--- config.mk ---
export PLATFORM = sky130hd
export DESIGN_NAME = player_damage_control
export DESIGN_NICKNAME = d
export VERILOG_FILES = /design/src/rtl/game_pkg.sv /design/src/rtl/edge_detect.sv /design/src/rtl/player_damage_control.sv
export SDC_FILE = /design/constraint.sdc
export NUM_CORES = 1
export LEC_CHECK = 0
export CAP_MARGIN = 20
export CORE_UTILIZATION = 38
export DETAILED_ROUTE_END_ITERATION = 12
export PLACE_DENSITY = 0.8
export SLEW_MARGIN = 40
export SYNTH_ARGS = -nofsm -noshare
export SYNTH_HDL_FRONTEND = slang
export SYNTH_HIERARCHICAL = 1
export SYNTH_SLANG_ARGS = --single-unit
--- constraint.sdc ---
create_clock -name clk -period 1.37 [get_ports clk]
set_input_delay 0.3425 -clock clk [delete_from_list [all_inputs] [get_ports clk]]
set_output_delay 0.3425 -clock clk [all_outputs]
set_load 0.02 [all_outputs]
--- src/rtl/game_pkg.sv ---
// rtl/game_pkg.sv - shared FSM encoding and video/obstacle bus field offsets
package game_pkg;

    typedef enum logic [1:0] {
        ST_IDLE      = 2'd0,
        ST_PLAYING   = 2'd1,
        ST_INVULN    = 2'd2,
        ST_GAME_OVER = 2'd3
    } state_t;

    localparam int OBS_X_HI     = 35;
    localparam int OBS_X_LO     = 24;
    localparam int OBS_Y_HI     = 23;
    localparam int OBS_Y_LO     = 12;
    localparam int OBS_RGB_HI   = 11;
    localparam int OBS_RGB_LO   = 0;

    localparam int DS_VCOUNT_HI = 27;
    localparam int DS_VCOUNT_LO = 16;
    localparam int DS_VSYNC     = 15;
    localparam int DS_VBLNK     = 14;
    localparam int DS_HCOUNT_HI = 13;
    localparam int DS_HCOUNT_LO = 2;
    localparam int DS_HSYNC     = 1;
    localparam int DS_HBLNK     = 0;

endpackage

--- src/rtl/edge_detect.sv ---
// rtl/edge_detect.sv - rising-edge detector against the previous-cycle input
module edge_detect (
    input  logic clk,
    input  logic rst,
    input  logic din,
    output logic rise
);

    logic din_q;

    always_ff @(posedge clk or negedge rst) begin
        if (!rst) begin
            din_q <= 1'b0;
        end else begin
            din_q <= din;
        end
    end

    assign rise = din & ~din_q;

endmodule

--- src/rtl/player_damage_control.sv ---
// rtl/player_damage_control.sv - per-frame hitbox collision, lives and post-hit immunity
// DAMAGE_FLASH_EN: blink the player sprite while immune.
module player_damage_control
    import game_pkg::*;
#(
    parameter int          PLAYER_SIZE   = 16,
    parameter logic [11:0] OBSTACLE_RGB  = 12'hF00,
    parameter int          START_HP      = 3,
    parameter int          INVULN_FRAMES = 60
) (
    input  logic        clk,
    input  logic        rst,
    input  logic        play_selected,
    input  logic [35:0] obstacle_data,
    input  logic [27:0] delayed_signals,
    input  logic [11:0] xpos,
    input  logic [11:0] ypos,
    output logic [2:0]  hp,
    output logic        hit,
    output logic        invulnerable,
    output logic        game_over,
    output logic        player_visible
);

    // Counter keeps at least 4 bits so the blink phase bit always exists.
    localparam int CW = ($clog2(INVULN_FRAMES + 1) < 4) ? 4 : $clog2(INVULN_FRAMES + 1);
    localparam logic [CW-1:0] INVULN_LOAD = CW'(INVULN_FRAMES);
    localparam logic [CW-1:0] CNT_ONE     = CW'(1);
    localparam logic [2:0]    HP_START    = 3'(START_HP);

`ifdef DAMAGE_FLASH_EN
    localparam bit FLASH_EN = 1'b1;
`else
    localparam bit FLASH_EN = 1'b0;
`endif

    logic [11:0] rgb;
    logic [11:0] hcount;
    logic [11:0] vcount;
    logic        vsync;
    logic        vblnk;
    logic        hblnk;
    logic        in_x;
    logic        in_y;
    logic        pix_hit;
    logic        vs_rise;
    logic        unused_inputs;

    state_t        state;
    logic [CW-1:0] frame_cnt;
    logic          frame_hit;

    assign rgb    = obstacle_data[OBS_RGB_HI:OBS_RGB_LO];
    assign hcount = delayed_signals[DS_HCOUNT_HI:DS_HCOUNT_LO];
    assign vcount = delayed_signals[DS_VCOUNT_HI:DS_VCOUNT_LO];
    assign vsync  = delayed_signals[DS_VSYNC];
    assign vblnk  = delayed_signals[DS_VBLNK];
    assign hblnk  = delayed_signals[DS_HBLNK];

    assign unused_inputs = ^{obstacle_data[OBS_X_HI:OBS_Y_LO], delayed_signals[DS_HSYNC]};

    // 13-bit compare so a hitbox hanging off the right/bottom edge never wraps to 0.
    assign in_x = ({1'b0, hcount} >= {1'b0, xpos}) &&
                  ({1'b0, hcount} <  ({1'b0, xpos} + 13'(PLAYER_SIZE)));
    assign in_y = ({1'b0, vcount} >= {1'b0, ypos}) &&
                  ({1'b0, vcount} <  ({1'b0, ypos} + 13'(PLAYER_SIZE)));

    assign pix_hit = !hblnk && !vblnk && in_x && in_y && (rgb == OBSTACLE_RGB);

    edge_detect u_vsync_edge (
        .clk  (clk),
        .rst  (rst),
        .din  (vsync),
        .rise (vs_rise)
    );

    function automatic logic blink(input logic [CW-1:0] c);
        return FLASH_EN ? ~c[3] : 1'b1;
    endfunction

    always_ff @(posedge clk or negedge rst) begin
        if (!rst) begin
            state          <= ST_IDLE;
            hp             <= HP_START;
            hit            <= 1'b0;
            invulnerable   <= 1'b0;
            game_over      <= 1'b0;
            player_visible <= 1'b1;
            frame_cnt      <= '0;
            frame_hit      <= 1'b0;
        end else begin
            hit <= 1'b0;
            // A pixel landing on the vsync edge seeds the next frame's latch.
            frame_hit <= vs_rise ? pix_hit : (frame_hit | pix_hit);

            case (state)
                ST_IDLE: begin
                    frame_hit <= 1'b0;
                    if (play_selected) begin
                        state <= ST_PLAYING;
                        hp    <= HP_START;
                    end
                end

                ST_PLAYING: begin
                    if (!play_selected) begin
                        state <= ST_IDLE;
                    end else if (vs_rise && frame_hit) begin
                        hit       <= 1'b1;
                        hp        <= (hp == 3'd0) ? 3'd0 : hp - 3'd1;
                        frame_cnt <= INVULN_LOAD;
                        if (hp <= 3'd1) begin
                            state     <= ST_GAME_OVER;
                            game_over <= 1'b1;
                        end else begin
                            state          <= ST_INVULN;
                            invulnerable   <= 1'b1;
                            player_visible <= blink(INVULN_LOAD);
                        end
                    end
                end

                ST_INVULN: begin
                    if (!play_selected) begin
                        state          <= ST_IDLE;
                        invulnerable   <= 1'b0;
                        player_visible <= 1'b1;
                    end else if (vs_rise) begin
                        frame_cnt <= (frame_cnt == '0) ? '0 : frame_cnt - CNT_ONE;
                        if (frame_cnt <= CNT_ONE) begin
                            state          <= ST_PLAYING;
                            invulnerable   <= 1'b0;
                            player_visible <= 1'b1;
                        end else begin
                            player_visible <= blink(frame_cnt - CNT_ONE);
                        end
                    end
                end

                ST_GAME_OVER: begin
                    if (!play_selected) begin
                        state     <= ST_IDLE;
                        game_over <= 1'b0;
                    end
                end

                default: state <= ST_IDLE;
            endcase
        end
    end

endmodule

# Yosys cells after proc, flatten, opt, wreduce, memory -nomap -nowiden
# Cells that the tools add are included.
# W data, S select, Z words.
[totals] regBits=17 inputBits=91 elab_cells=98
[op_classes] addsub=4 n_lt_le_gt_ge=6 eq_ne=15 n_mux=40 bitwise_logic=3 reduce_logical=21
[op_table] op="$mux W6" count=5
[op_table] op="$add A12 B5 Y13 const B" count=2
[op_table] op="$lt A12 B13 Y1" count=2
[op_table] op="$ge A12 B12 Y1" count=2
[op_table] op="$reduce_and A5 Y1" count=4
[op_table] op="$mux W1" count=18
[op_table] op="$ne A2 B2 Y1 const B" count=8
[op_table] op="$mux W2" count=7
[op_table] op="$eq A12 B12 Y1 const B" count=1
[op_table] op="$mux W3" count=4
[op_table] op="$pmux W6 S2" count=1
[op_table] op="$ne A3 B3 Y1 const B" count=3
[op_table] op="$pmux W2 S4" count=1
[op_table] op="$logic_and A1 B1 Y1" count=7
[op_table] op="$le A6 B1 Y1 const B" count=1
[op_table] op="$logic_not A6 Y1" count=1
[op_table] op="$pmux W1 S2" count=3
[op_table] op="$pmux W3 S2" count=1
[op_table] op="$reduce_and A6 Y1" count=1
[op_table] op="$reduce_bool A2 Y1" count=3
[op_table] op="$sub A6 B1 Y6 const B" count=1
[op_table] op="$eq A2 B2 Y1 const B" count=2
[op_table] op="$reduce_and A4 Y1" count=1
[op_table] op="$le A3 B1 Y1 const B" count=1
[op_table] op="other kinds (8)" count=9

# Longest topological paths before layout
# Gate-level depths: netlist (run 1).
[depth] word_depth=9 depth_mapped=10 depth_no_buf=10

# Modules after synthesis
# The synthesis (run 1) kept the hierarchy.
[modules_own_cells] module="player_damage_control" instances=1 cells_per_inst=254 area_each_um2=2047.0
[modules_own_cells] module="edge_detect" instances=1 cells_per_inst=2 area_each_um2=38.8

# Least setup slack after synthesis (run 1)
# Ideal clock, no wire load.
[synth_path] kind="input to register" start="in xpos[4]" end="reg frame_hit" arrival_time_ns=1.923 required_ns=1.305 slack_ns=-0.618 cell_stages=9 cell_sequence="ha_1 xnor2_1 ha_1 a211oi_1 nor2_1 nor2_1 o21ai_0 a2111oi_2 o211a_1"
[synth_via] elab_chain_len=9 word_cells_on_any_way=10 classes_between="add/sub (1); order compare (2); mux (2); bitwise (1); reduce/logical (4)"
[synth_rtl] element="start, declared" line_no="player_damage_control.sv:16" rtl="input logic [11:0] xpos,"
[synth_rtl] element="$add A12 B5 Y13" line_no="player_damage_control.sv:64" rtl="({1'b0, hcount} < ({1'b0, xpos} + 13'(PLAYER_SIZE)));"
[synth_rtl] element="$lt A12 B13 Y1" line_no="player_damage_control.sv:64"
[synth_rtl] element="$logic_and A1 B1 Y1 *" line_no="player_damage_control.sv:63" rtl="assign in_x = ({1'b0, hcount} >= {1'b0, xpos}) &&"
[synth_rtl] element="$logic_and A1 B1 Y1 * (3 in series)" line_no="player_damage_control.sv:68" rtl="assign pix_hit = !hblnk && !vblnk && in_x && in_y && (rgb == OBSTACLE_RGB);"
[synth_rtl] element="$or A1 B1 Y1" line_no="player_damage_control.sv:94" rtl="frame_hit <= vs_rise ? pix_hit : (frame_hit | pix_hit);"
[synth_rtl] element="$mux W1 *" line_no="player_damage_control.sv:94"
[synth_rtl] element="$mux W1 *" line_no="player_damage_control.sv:96" rtl="case (state)"
[synth_rtl] element="end signal, assigned" line_no="player_damage_control.sv:94"
[synth_rtl] element="end, declared" line_no="player_damage_control.sv:51" rtl="logic frame_hit;"
# Every way passes the cells marked *; elsewhere a longest branch is shown, timed or not.
# A chain may end at the register's enable or synchronous reset.

# Final worst setup path (run 1)
[layout_path] start="in xpos[8]" end="reg frame_hit"
# The elaborated chain is that of the path after synthesis.

==> results.txt, run 1 <==
The run finished, with violations left. The final reports fail on setup timing. The tools report the worst hold path endpoint as u_vsync_edge/din_q.

Wires add up to 6.50 mm. The number of cells on the worst reg-to-reg path is 5. The multi-input combinational cells in the finished layout cover a total of 1920 sq um. The overflow left after global routing is 0. In this run the critical register-to-register path is captured at frame_cnt[4]. Yosys mapped the design onto 48 distinct sky130hd cell types. The share of the Yosys chip area taken by registers is 19.3%. The run gives 49.0% as the part of the total power dissipated in combinational logic. Before CTS, the worst setup slack after placement is -1.30 ns.

The final-stage net count was 526. The cell area after synthesis came out at 2090 sq um. The worst reg-to-reg setup slack was -0.05 ns; the maximum vdd drop was 0.449 mV. Fraction of synthesis flops using an asynchronous set or reset pin: 100%.

The first detailed-routing pass took 4 iterations. The later pin in the worst-skew pair is clocked with a latency of 0.25 ns. In this run, CTS created clock tree buffers numbering 3. The first global-routing pass estimated 10.9 mm of wire.

CTS saw 16 sinks. The core footprint is 5200 sq um, and the mean instance size in the synthesized netlist is 8.15 sq um. The worst hold path class was input port to flop. The number of enable-type register cells in the synthesized netlist is 0.

The tools report the root cell of the clock tree as clkbuf_8. Sequential cells burn 29.3% of the power. The largest stage delay on the critical path works out to 0.30 ns.

The initial core utilization was 40.1%; the area occupied by registers was 404 sq um. STA classifies the critical path startpoint as an input port. The signed area change from the synthesized netlist to the final layout was 77.0%; the die span in y was 76.1 um. The first routing iteration left 65 violations. The beginning of the worst hold path is delayed_signals[15]. Based on the critical path, the design can be clocked at up to 527 MHz.

The overall fraction of global-route tracks in use is 22.5%. The run gives 2 as the maximum count of clock buffers along a single path. The tools report the type of destination of the critical path as a flop. In the routed design, unresolved DRC markers number 0.

For this design, the slowest cell found on the critical path is ha_1. The number of cells on the worst hold path came out at 1. The critical path in this run is classified as input port to flop. The power consumption is 1.64 mW, and the total placed cells including tap cells is 441. The number of antenna diodes in the final layout is 0. Buffers plus inverters on the worst setup path: 1.

The critical path starts at xpos[8]. Summed over all cells, the static leakage comes to 1.71 nW. The smallest clock period supported by the final layout is computed as 1.90 ns. The signal on the critical path passes through buf_6 -> and3_4 -> and2_4 -> nand4_1 -> xnor2_1 -> ha_1 -> a21oi_2 -> a21boi_2 -> a2111oi_2 -> o211a_1. The number of antenna violations at the first check in global routing is 0, and the switching fraction of total power is 31.0%. The logs give 6 for the total number of yosys warnings and -0.701 ns for the final total negative setup slack. The tools report the worst-case setup margin in the final layout as -0.527 ns. During placement, the flow inserted port buffers numbering 71. Broken down by cell family, the worst path's largest delay share belongs to compound AO/OA/AOI/OAI gates. Data on the critical path arrives at its endpoint at 2.09 ns. The post-route clock period utilization is 138%, and the via count normalized by instance count is 5.30. Once layout is complete, the cells apart from fillers number 459.

Measured along the x axis, the die boundary spans 76.1 um. At the end of routability-driven placement, the weighted congestion stood at 0.843. Synthesis produced a netlist whose cell count is 256. The layout has 383 filler cells.

After legalization and detailed placement, the total HPWL measured 4.68 mm. The logs give 0 for the number of nets still failing antenna checks after routing and 5790 sq um for the die area. The initialized floorplan defines 26 standard-cell rows.

Cells with a size suffix above 1 make up 39.3% of the layout. The max-slew violation count came out at 0. Via count of the first global-routing pass: 2488.

The launch point of the worst reg-to-reg path was frame_cnt[4]. Setup repair after global routing could not meet its margin everywhere. TritonCTS built the clock tree.

In this run, post-CTS hold repair placed 0 buffers. Among all flip-flop cells after synthesis, the most frequent one is dfrtp_1. The final count of hold timing violations was 0; the final number of setup-violating endpoints was 7. The clock transition at the registers of the reported paths is 0.06 ns, and the biggest fanout along the worst timing path is 3.

Share of total power in the clock network: 21.6%. Entering global routing, the biggest net connects 17 pins. The analysis attributes to net switching a power of 0.507 mW. Power spread over the standard cell area amounts to 443 nW/um^2. At the worst endpoint, the required time is 1.56 ns. After detailed routing, the average wire length per cell comes to 14.2 um. Counting every net in the synthesized netlist gives 392. The number of placed I/O pins is 98, and the synthesized flop and latch total is 16.

The run gives 1 as the deepest level of the CTS H-tree. Summing over every cut layer, the via total after detailed routing is 2434. Largest clock skew in the final design: 0.00590 ns.

The internal portion of the total power is 1.13 mW. Max-capacitance violation count: 0.
## area by class of cell
type,instances,area share (%)
clock buffers,4,1.22
multi-input cells,206,51.9
flip-flops and latches,16,10.9
repair buffers,131,30.3
inverters,32,3.25
well taps,70,2.37
## metrics by stage
stage / cell area, sq um / utilization [%] / hold WS [ns]
2_1_floorplan: 2140 / - / 0.0469
3_3_place_gp: 3270 / 62.8 / 0.509
3_5_place_dp: 3270 / 62.8 / 0.522
4_1_cts: 3610 / 69.3 / 0.357
5_1_grt: 3690 / 70.9 / 0.383
6_report: 3690 / 70.9 / 0.352
## cell usage in the layout (no fill, tap or decap), drive strengths merged, types with 6 or more instances in the layout
master and n:
a21oi 18, buf 76, clkdlybuf4s15 7, clkdlybuf4s50 21, dfrtp 14, dlygate4sd2 27
ha 45, inv 32, nand2 13, nand3 12, nor2 21, nor2b 6
nor3 10, o21ai 16, xnor2 12
## worst max-delay path by stage
stage	to	slack, ns	cells after the start
2_1_floorplan	frame_hit	-0.53	8
3_3_place_gp	frame_hit	-1.26	11
3_5_place_dp	frame_hit	-1.30	11
4_1_cts	frame_hit	-0.47	11
5_1_grt	frame_hit	-0.61	10
6_report	frame_hit	-0.53	10
## synthesized netlist by cell type (2+ instances only)
cell type	n	area share, %
or2_2	2	0.60
nor2b_1	5	1.5
nand2_1	13	2.3
nor3_1	10	2.4
dfrtp_1	14	17
xnor2_1	12	5.0
o22a_1	4	1.7
and2_1	2	0.60
inv_1	32	5.8
o21a_1	3	1.1
nor4_1	2	0.60
a211oi_1	2	0.72
nand4_1	4	1.2
nand3_1	12	2.9
o21ai_0	16	3.8
ha_1	45	27
a31oi_1	3	0.90
nor2_1	21	3.8
dfstp_2	2	2.5
and4_1	4	1.7
a21oi_1	18	4.3
o211ai_1	2	0.72
a21o_1	3	1.1
## sequential cells by signal, summed over array words and instances (netlist names)
signal and flops:
state 2, invulnerable 1, frame_hit 1, hit 1, game_over 1, frame_cnt 6
hp 3, u_vsync_edge/din_q 1
## power groups by stage
stage	registers, mW	clock network [mW]	logic (mW)
after global routing	0.481	0.375	0.885
after floorplan	0.488	0	0.308
after global placement	0.487	0	0.664
final	0.480	0.354	0.803
after CTS	0.480	0.359	0.767
after detailed placement	0.488	0	0.689
## per-layer routing
layer  track usage [%]  part of all wire [%]  vias up  routed length (um)
met4              6.35                   1.5        0                  95
met3              3.71                   4.9       10                 319
met5                 0                     0        -                   0
li1                  -                     -     1196                   -
met1              26.3                    42     1136                2730
met2              42.1                    52       92                3360
## cell families after synthesis
group                    Yosys count  share of synthesized area, %
XOR/XNOR                          12                          5.04
other                              1                         0.180
AO/OA/AOI/OAI                     64                          20.8
adder cells (fa/ha/maj)           45                          27.0
buffers and inverters             34                          6.36
AND/OR/NAND/NOR                   84                          21.4
flip-flops                        16                          19.3
## timing repair
item                       4_1_cts  5_1_grt
buffers inserted                10        4
pin swaps                       57       12
gates resized for setup        176       20
gates cloned                     0        0
setup endpoints to repair       19       15
Power figures use the tool's default switching activity.
==> run 2: changes to the inputs <==
Settings changed: PLACE_DENSITY 0.8 to 0.78, RECOVER_POWER from default to 50.
==> results.txt, run 2 (synthesized netlist as in run 1, its figures left out) <==
The number of buffers added by the clock tree synthesis step was 3 (unchanged). The logs give 446 (+1.1%) for the total placed cells including tap cells and 0.25 ns (about the same) for the later-pin clock latency in the skew report. The clock transition at the registers of the reported paths came out at 0.06 ns (about the same). From synthesis to final layout, the design area changed by 76.5%. For the total number of clock tree sinks, the log shows 16 (unchanged).

The run gives 2 (unchanged) as the maximum count of clock buffers along a single path. The floorplan row count came out at 26 (unchanged). The run gives 0 (unchanged) as the overflow left after global routing. The final-stage net count was 527 (+0.19%); the core footprint was 5200 sq um (unchanged).

The number of cells on the worst hold path was 1 (unchanged). TritonCTS built the clock tree. The tools report the antenna cell count as 0 (unchanged).

The max-slew violation count was 0 (unchanged); the total power density per cell area was 458 nW/um^2 (+3.2%). The critical path is of the input port to flop type. Deepest level of the CTS H-tree: 1 (unchanged). The setup slack at placement came out at -1.30 ns (+0.000340 ns). The maximum vdd drop came out at 0.316 mV (-30%). The worst setup path is launched from an input port. The overall die width came out at 76.1 um (unchanged).

The type of destination of the critical path was a flop. The aggregate routed wire length is 6.86 mm (+5.6%). For the total cell area at the placement stage, the log shows 3300 sq um (+1.1%).

Cell leakage power: 1.74 nW (+1.7%). The last weighted congestion value of the routability-driven placer came out at 0.823 (-2.3%). The biggest fanout along the worst timing path is 3 (unchanged). The count of cells along the worst register-to-register path was 6 (+1); the power consumption was 1.68 mW (+2.9%).

The final total negative setup slack came out at -1.29 ns (-0.591 ns). The number of antenna violations at the first check in global routing came out at 0 (unchanged). The fraction of final layout cells sized beyond drive strength 1 is 36.2% (-3.2 points). The tools report the highest clock rate as 520 MHz (-1.3%). The worst hold path belongs to the class input port to flop. The total via count after detailed routing is 2466 (+1.3%), and the die span in y is 76.1 um (unchanged). The tools report the violation count after the first detailed-routing iteration as 115 (+77%). The number of placed I/O pins was 98 (unchanged).

The tools report the pin count of the biggest net entering global routing as 17 (unchanged). For the data arrival time of the critical path, the log shows 2.12 ns (+0.03 ns). The remaining design rule violation count was 0 (unchanged); the number of port buffers was 71 (unchanged). The run finished, with violations left. More flip-flops sit in one register than any other, and that register is frame_cnt. The post-route clock period utilization was 140% (+1.9 points). The required time reported for the critical path endpoint was 1.57 ns (about the same); the overall fraction of global-route tracks in use was 21.9% (-0.65 points). The via count normalized by instance count is 5.36 (+1.1%).

The tools report the largest clock skew in the final design as 0.00594 ns (+0.0000377 ns). The number of nets still failing antenna checks after routing was 0 (unchanged); the final number of setup-violating endpoints was 10 (+3). The largest registers in the layout are frame_cnt x6, hp x3, state x2. The tools report the worst-case setup margin in the final layout as -0.553 ns (-0.0255 ns). The logs give 40.1% (unchanged) for the initial core utilization and 3680 sq um (-0.30%) for the final non-filler cell area. CTS placed an instance of clkbuf_8 at the clock tree root. The most frequent standard cell in the layout excluding fill and tap cells is buf_4. The run gives 460 (+0.22%) as the final cell count without fillers. Setup repair after global routing could not meet its margin everywhere. Final count of hold timing violations: 0 (unchanged).

The via count of the first global-routing pass was 2492 (+0.16%); the first-pass iteration count of the detailed router was 4 (unchanged). The average routed wire per standard cell is 14.9 um (+5.3%), and the die area is 5790 sq um (unchanged). The placed wire-length estimate after detailed placement came out at 4.74 mm (+1.3%). The library cells used most frequently in the layout, excluding fill and tap cells, are 58 x buf_4, 32 x ha_1, 25 x clkdlybuf4s50_1. The number of flip-flops under the largest register name was 6 (unchanged); the post-layout minimum cycle time was 1.92 ns (+0.0255 ns).

The run gives 0 (unchanged) as the max-capacitance violation count. The checks that failed: setup timing. The global-route wire length before repair was 10.5 mm (-3.1%).
run 2: changes by cell type in the layout (fill, tap and decap cells not counted), sizes merged:
cell	change
buf	-4
clkdlybuf4s50	+4
dlygate4sd2	-4
clkbuf	+3
dlymetal6s2s	+2
clkdlybuf4s15	-1
dlygate4sd3	+1
run 2: stage by stage:
stage,hold WS [ns],utilization (%)
after CTS,0.339,68.4
after global placement,0.509,63.5
final,0.337,70.7
after detailed placement,0.515,63.5
after global routing,0.341,70.7
after floorplan,0.0469,-
run 2: final cells by class:
cell class	instances	area (sq um)
multi-input cells	206	1900
fillers	398	1520
repair buffers	132	1120
flip-flops and latches	16	403
inverters	32	120
well taps	70	87.6
clock buffers	4	45.0
run 2: critical path, cell delays in order:
cell and delay (ns):
clkdlybuf4s50_1 0.51, inv_2 0.06, xnor2_1 0.17, ha_1 0.29
a21oi_1 0.19, a21boi_1 0.12, a2111oi_2 0.24, o211a_1 0.20
run 2: repair_timing:
item | CTS | global route
resized for setup | 142 | 24
endpoints found under the hold margin | 0 | 0
hold buffers | 0 | 0
setup endpoints to repair | 19 | 13
setup buffers | 5 | 5
pin swaps | 47 | 19
cloned | 0 | 0
run 2: worst paths after layout:
check                                     from                 end  slack, ns
max                                   xpos[11]           frame_hit      -0.55
min reg2reg                       frame_cnt[1]        frame_cnt[1]       0.55
max in group asynchronous                  rst               hp[1]       0.50
max reg2reg                       frame_cnt[0]            state[1]      -0.18
min in group asynchronous                  rst        frame_cnt[3]       0.55
min                        delayed_signals[15]  u_vsync_edge/din_q       0.34
run 2: metal layers:
| layer | track usage, % | routed length (um) | vias up |
|---|---|---|---|
| met5 | 0 | 0 | - |
| met3 | 1.56 | 213 | 27 |
| met2 | 43.0 | 3640 | 82 |
| li1 | - | - | 1203 |
| met1 | 25.0 | 2770 | 1154 |
| met4 | 6.35 | 242 | 0 |
run 2: power by group:
group,leakage [nW],internal (mW),switching [mW]
logic,1.51,0.463,0.373
clock network,0.0228,0.206,0.163
registers,0.207,0.476,0.00308
==> run 3: changes to the inputs <==
Settings changed: REMOVE_ABC_BUFFERS from default to 1.
==> results.txt, run 3 (synthesized netlist as in run 1, its figures left out) <==
The flow ran to the end, but the final reports show violations. The final reports fail on setup timing. The number of cells on the worst hold path is 1 (unchanged), and the antenna cell count is 0 (unchanged). The register ranked first by flip-flop count is frame_cnt. The run gives 0 (unchanged) as the remaining design rule violation count. The highest clock rate was 512 MHz (-1.5%).

The run gives 4 (unchanged) as the first-pass iteration count of the detailed router. The violation count after the first detailed-routing iteration is 134 (+17%), and the maximum vdd drop is 0.319 mV (+0.94%). Post-route clock period utilization: 142% (+2.2 points). The average routed wire per standard cell was 15.3 um (+2.4%).

In the layout the commonest cells are 64 x buf_4, 31 x ha_1, 25 x clkdlybuf4s50_1. The path with the worst hold slack has its endpoint at u_vsync_edge/din_q. The run gives 0 (unchanged) as the number of antenna violations at the first check in global routing.

The tools report the largest clock skew in the final design as 0.00289 ns (-0.00305 ns). Traced cell by cell, the critical path runs through buf_8 -> ha_4 -> nand2_4 -> nor2_4 -> xnor2_2 -> ha_1 -> a21o_1 -> a21oi_2 -> o2111ai_2 -> a2111oi_2 -> o211a_1. The run gives -0.08 ns (+0.10 ns) as the worst reg-to-reg setup slack.

The floorplan row count is 26 (unchanged), and the via count of the first global-routing pass is 2461 (-1.2%). For the worst-case setup margin in the final layout, the log shows -0.582 ns (-0.0295 ns). For the overflow left after global routing, the log shows 0 (unchanged). The signed area change from the synthesized netlist to the final layout is 82.7%.

The logs give 0 (unchanged) for the number of nets still failing antenna checks after routing and 5790 sq um (unchanged) for the die area. The logs give 1.58 ns (about the same) for the required time reported for the critical path endpoint and 10.7 mm (+1.9%) for the global-route wire length before repair. For the final count of hold timing violations, the log shows 0 (unchanged). The number of placed I/O pins is 98 (unchanged), and the post-layout minimum cycle time is 1.95 ns (+0.0295 ns). The number of flip-flops under the largest register name is 6 (unchanged), and the number of port buffers is 71 (unchanged). The final number of setup-violating endpoints came out at 3 (-7).

For the initial core utilization, the log shows 40.1% (unchanged). The final non-filler cell area is 3810 sq um (+3.5%). The tools report the overall fraction of global-route tracks in use as 22.7% (+0.78 points). The total power density per cell area was 462 nW/um^2 (+1.1%); the largest stage delay on the critical path was 0.33 ns (-0.18 ns).

The biggest fanout along the worst timing path came out at 4 (+1). The last weighted congestion value of the routability-driven placer was 0.873 (+6.1%); the clock transition at the registers of the reported paths was 0.07 ns (about the same). The total cell area at the placement stage is 3320 sq um (+0.53%), and the pin count of the biggest net entering global routing is 17 (unchanged).

The run gives 1.81 nW (+4.1%) as the cell leakage power. The via count normalized by instance count came out at 5.37 (about the same). For this design, the slowest cell found on the critical path is a2111oi_2. Setup repair after global routing could not meet its margin everywhere. The library cell used most frequently in the layout, excluding fill and tap cells, is buf_4.

Deepest level of the CTS H-tree: 1 (unchanged). For the power consumption, the log shows 1.76 mW (+4.6%). The root cell of the clock tree is clkbuf_8.

The overall die width works out to 76.1 um (unchanged). The final-stage net count is 538 (+2.1%), and the die span in y is 76.1 um (unchanged). The fraction of final layout cells sized beyond drive strength 1 was 40.6% (+4.5 points); the later-pin clock latency in the skew report was 0.26 ns (about the same). In this run the most critical hold path is launched from delayed_signals[15].

The post-route worst hold slack is 0.329 ns (-0.00874 ns), and the aggregate routed wire length is 7.20 mm (+4.9%). TritonCTS built the clock tree. The worst hold path class was input port to flop. The data arrival time of the critical path was 2.16 ns (+0.04 ns). The max-capacitance violation count is 0 (unchanged).

The max-slew violation count was 0 (unchanged). The type of destination of the critical path was a flop. The core footprint was 5200 sq um (unchanged); the number of buffers added by the clock tree synthesis step was 3 (unchanged).

Total number of clock tree sinks: 16 (unchanged). The maximum count of clock buffers along a single path came out at 2 (unchanged). The tools report the type of origin of the critical path as an input port. The startpoint identified for the worst register-to-register timing path is frame_cnt[2]. The placed wire-length estimate after detailed placement is 4.87 mm (+2.7%). In the final layout, the registers with the most flip-flops are frame_cnt x6, hp x3, state x2. The start-to-end type of the worst setup path was input port to flop. The total via count after detailed routing is 2527 (+2.5%), and the count of cells along the worst register-to-register path is 6 (unchanged).

The worst register-to-register path ends at invulnerable.
## run 3: cell types whose count changed in the layout (fill, tap and decap cells not counted), moves of 3 or more
cell	previous run	this run
o21ai_1	3	6
a21oi_1	16	13
buf_4	58	64
buf_6	5	11
o21ai_0	12	9
a21oi_2	2	5
## run 3: worst max path at each step
stage | start | to | slack [ns] | cells after the start
after floorplan | xpos[4] | frame_hit | -0.62 | 9
after global placement | ypos[4] | frame_hit | -1.19 | 11
after detailed placement | ypos[4] | frame_hit | -1.29 | 10
after CTS | xpos[8] | frame_hit | -0.51 | 9
after global routing | ypos[4] | frame_hit | -0.66 | 11
final | ypos[4] | frame_hit | -0.58 | 11
## run 3: critical path: cells and delay by family
family,cells,cell delay (ns)
xor gates and xnor gates,1,0.11
and+or+nand+nor,2,0.11
buffers and inverters,1,0.11
adders and majority gates,2,0.47
AOI/OAI and AO/OA,5,0.99
## run 3: final cells by class
cell class,instances,area [sq um]
Tap cell,70,87.6
Multi-Input combinational cell,206,1910
Clock buffer,4,55.1
Sequential cell,16,403
Fill cell,365,1400
Timing Repair Buffer,143,1230
Inverter,32,123
## run 3: routing by layer
layer  wire length (um)  GRT usage [%]
met1               2970           26.4
met2               3720           42.9
met3                292           2.63
met4                216           6.92
met5                  0              0
## run 3: what timing repair did
action | in CTS | in global routing
buffers inserted | 6 | 6
resized for setup | 163 | 40
hold buffers | 0 | 0
pin swaps | 48 | 31
endpoints found under the setup margin | 19 | 13
## run 3: power by group
part | total (mW) | internal, mW | switching [mW]
registers | 0.480 | 0.476 | 0.00356
logic | 0.833 | 0.467 | 0.366
clock network | 0.449 | 0.256 | 0.193
total | 1.76 | 1.20 | 0.563
## run 3: per-stage QoR
stage / setup TNS, ns / instances / utilization (%) / worst slack (ns)
6_report: -0.719 / 471 / 73.2 / -0.582
5_1_grt: -1.04 / 471 / 73.2 / -0.657
4_1_cts: -0.510 / 465 / 69.8 / -0.510
3_3_place_gp: -5.95 / 455 / 63.8 / -1.19
2_1_floorplan: -0.667 / 254 / - / -0.618
3_5_place_dp: -6.53 / 455 / 63.8 / -1.29
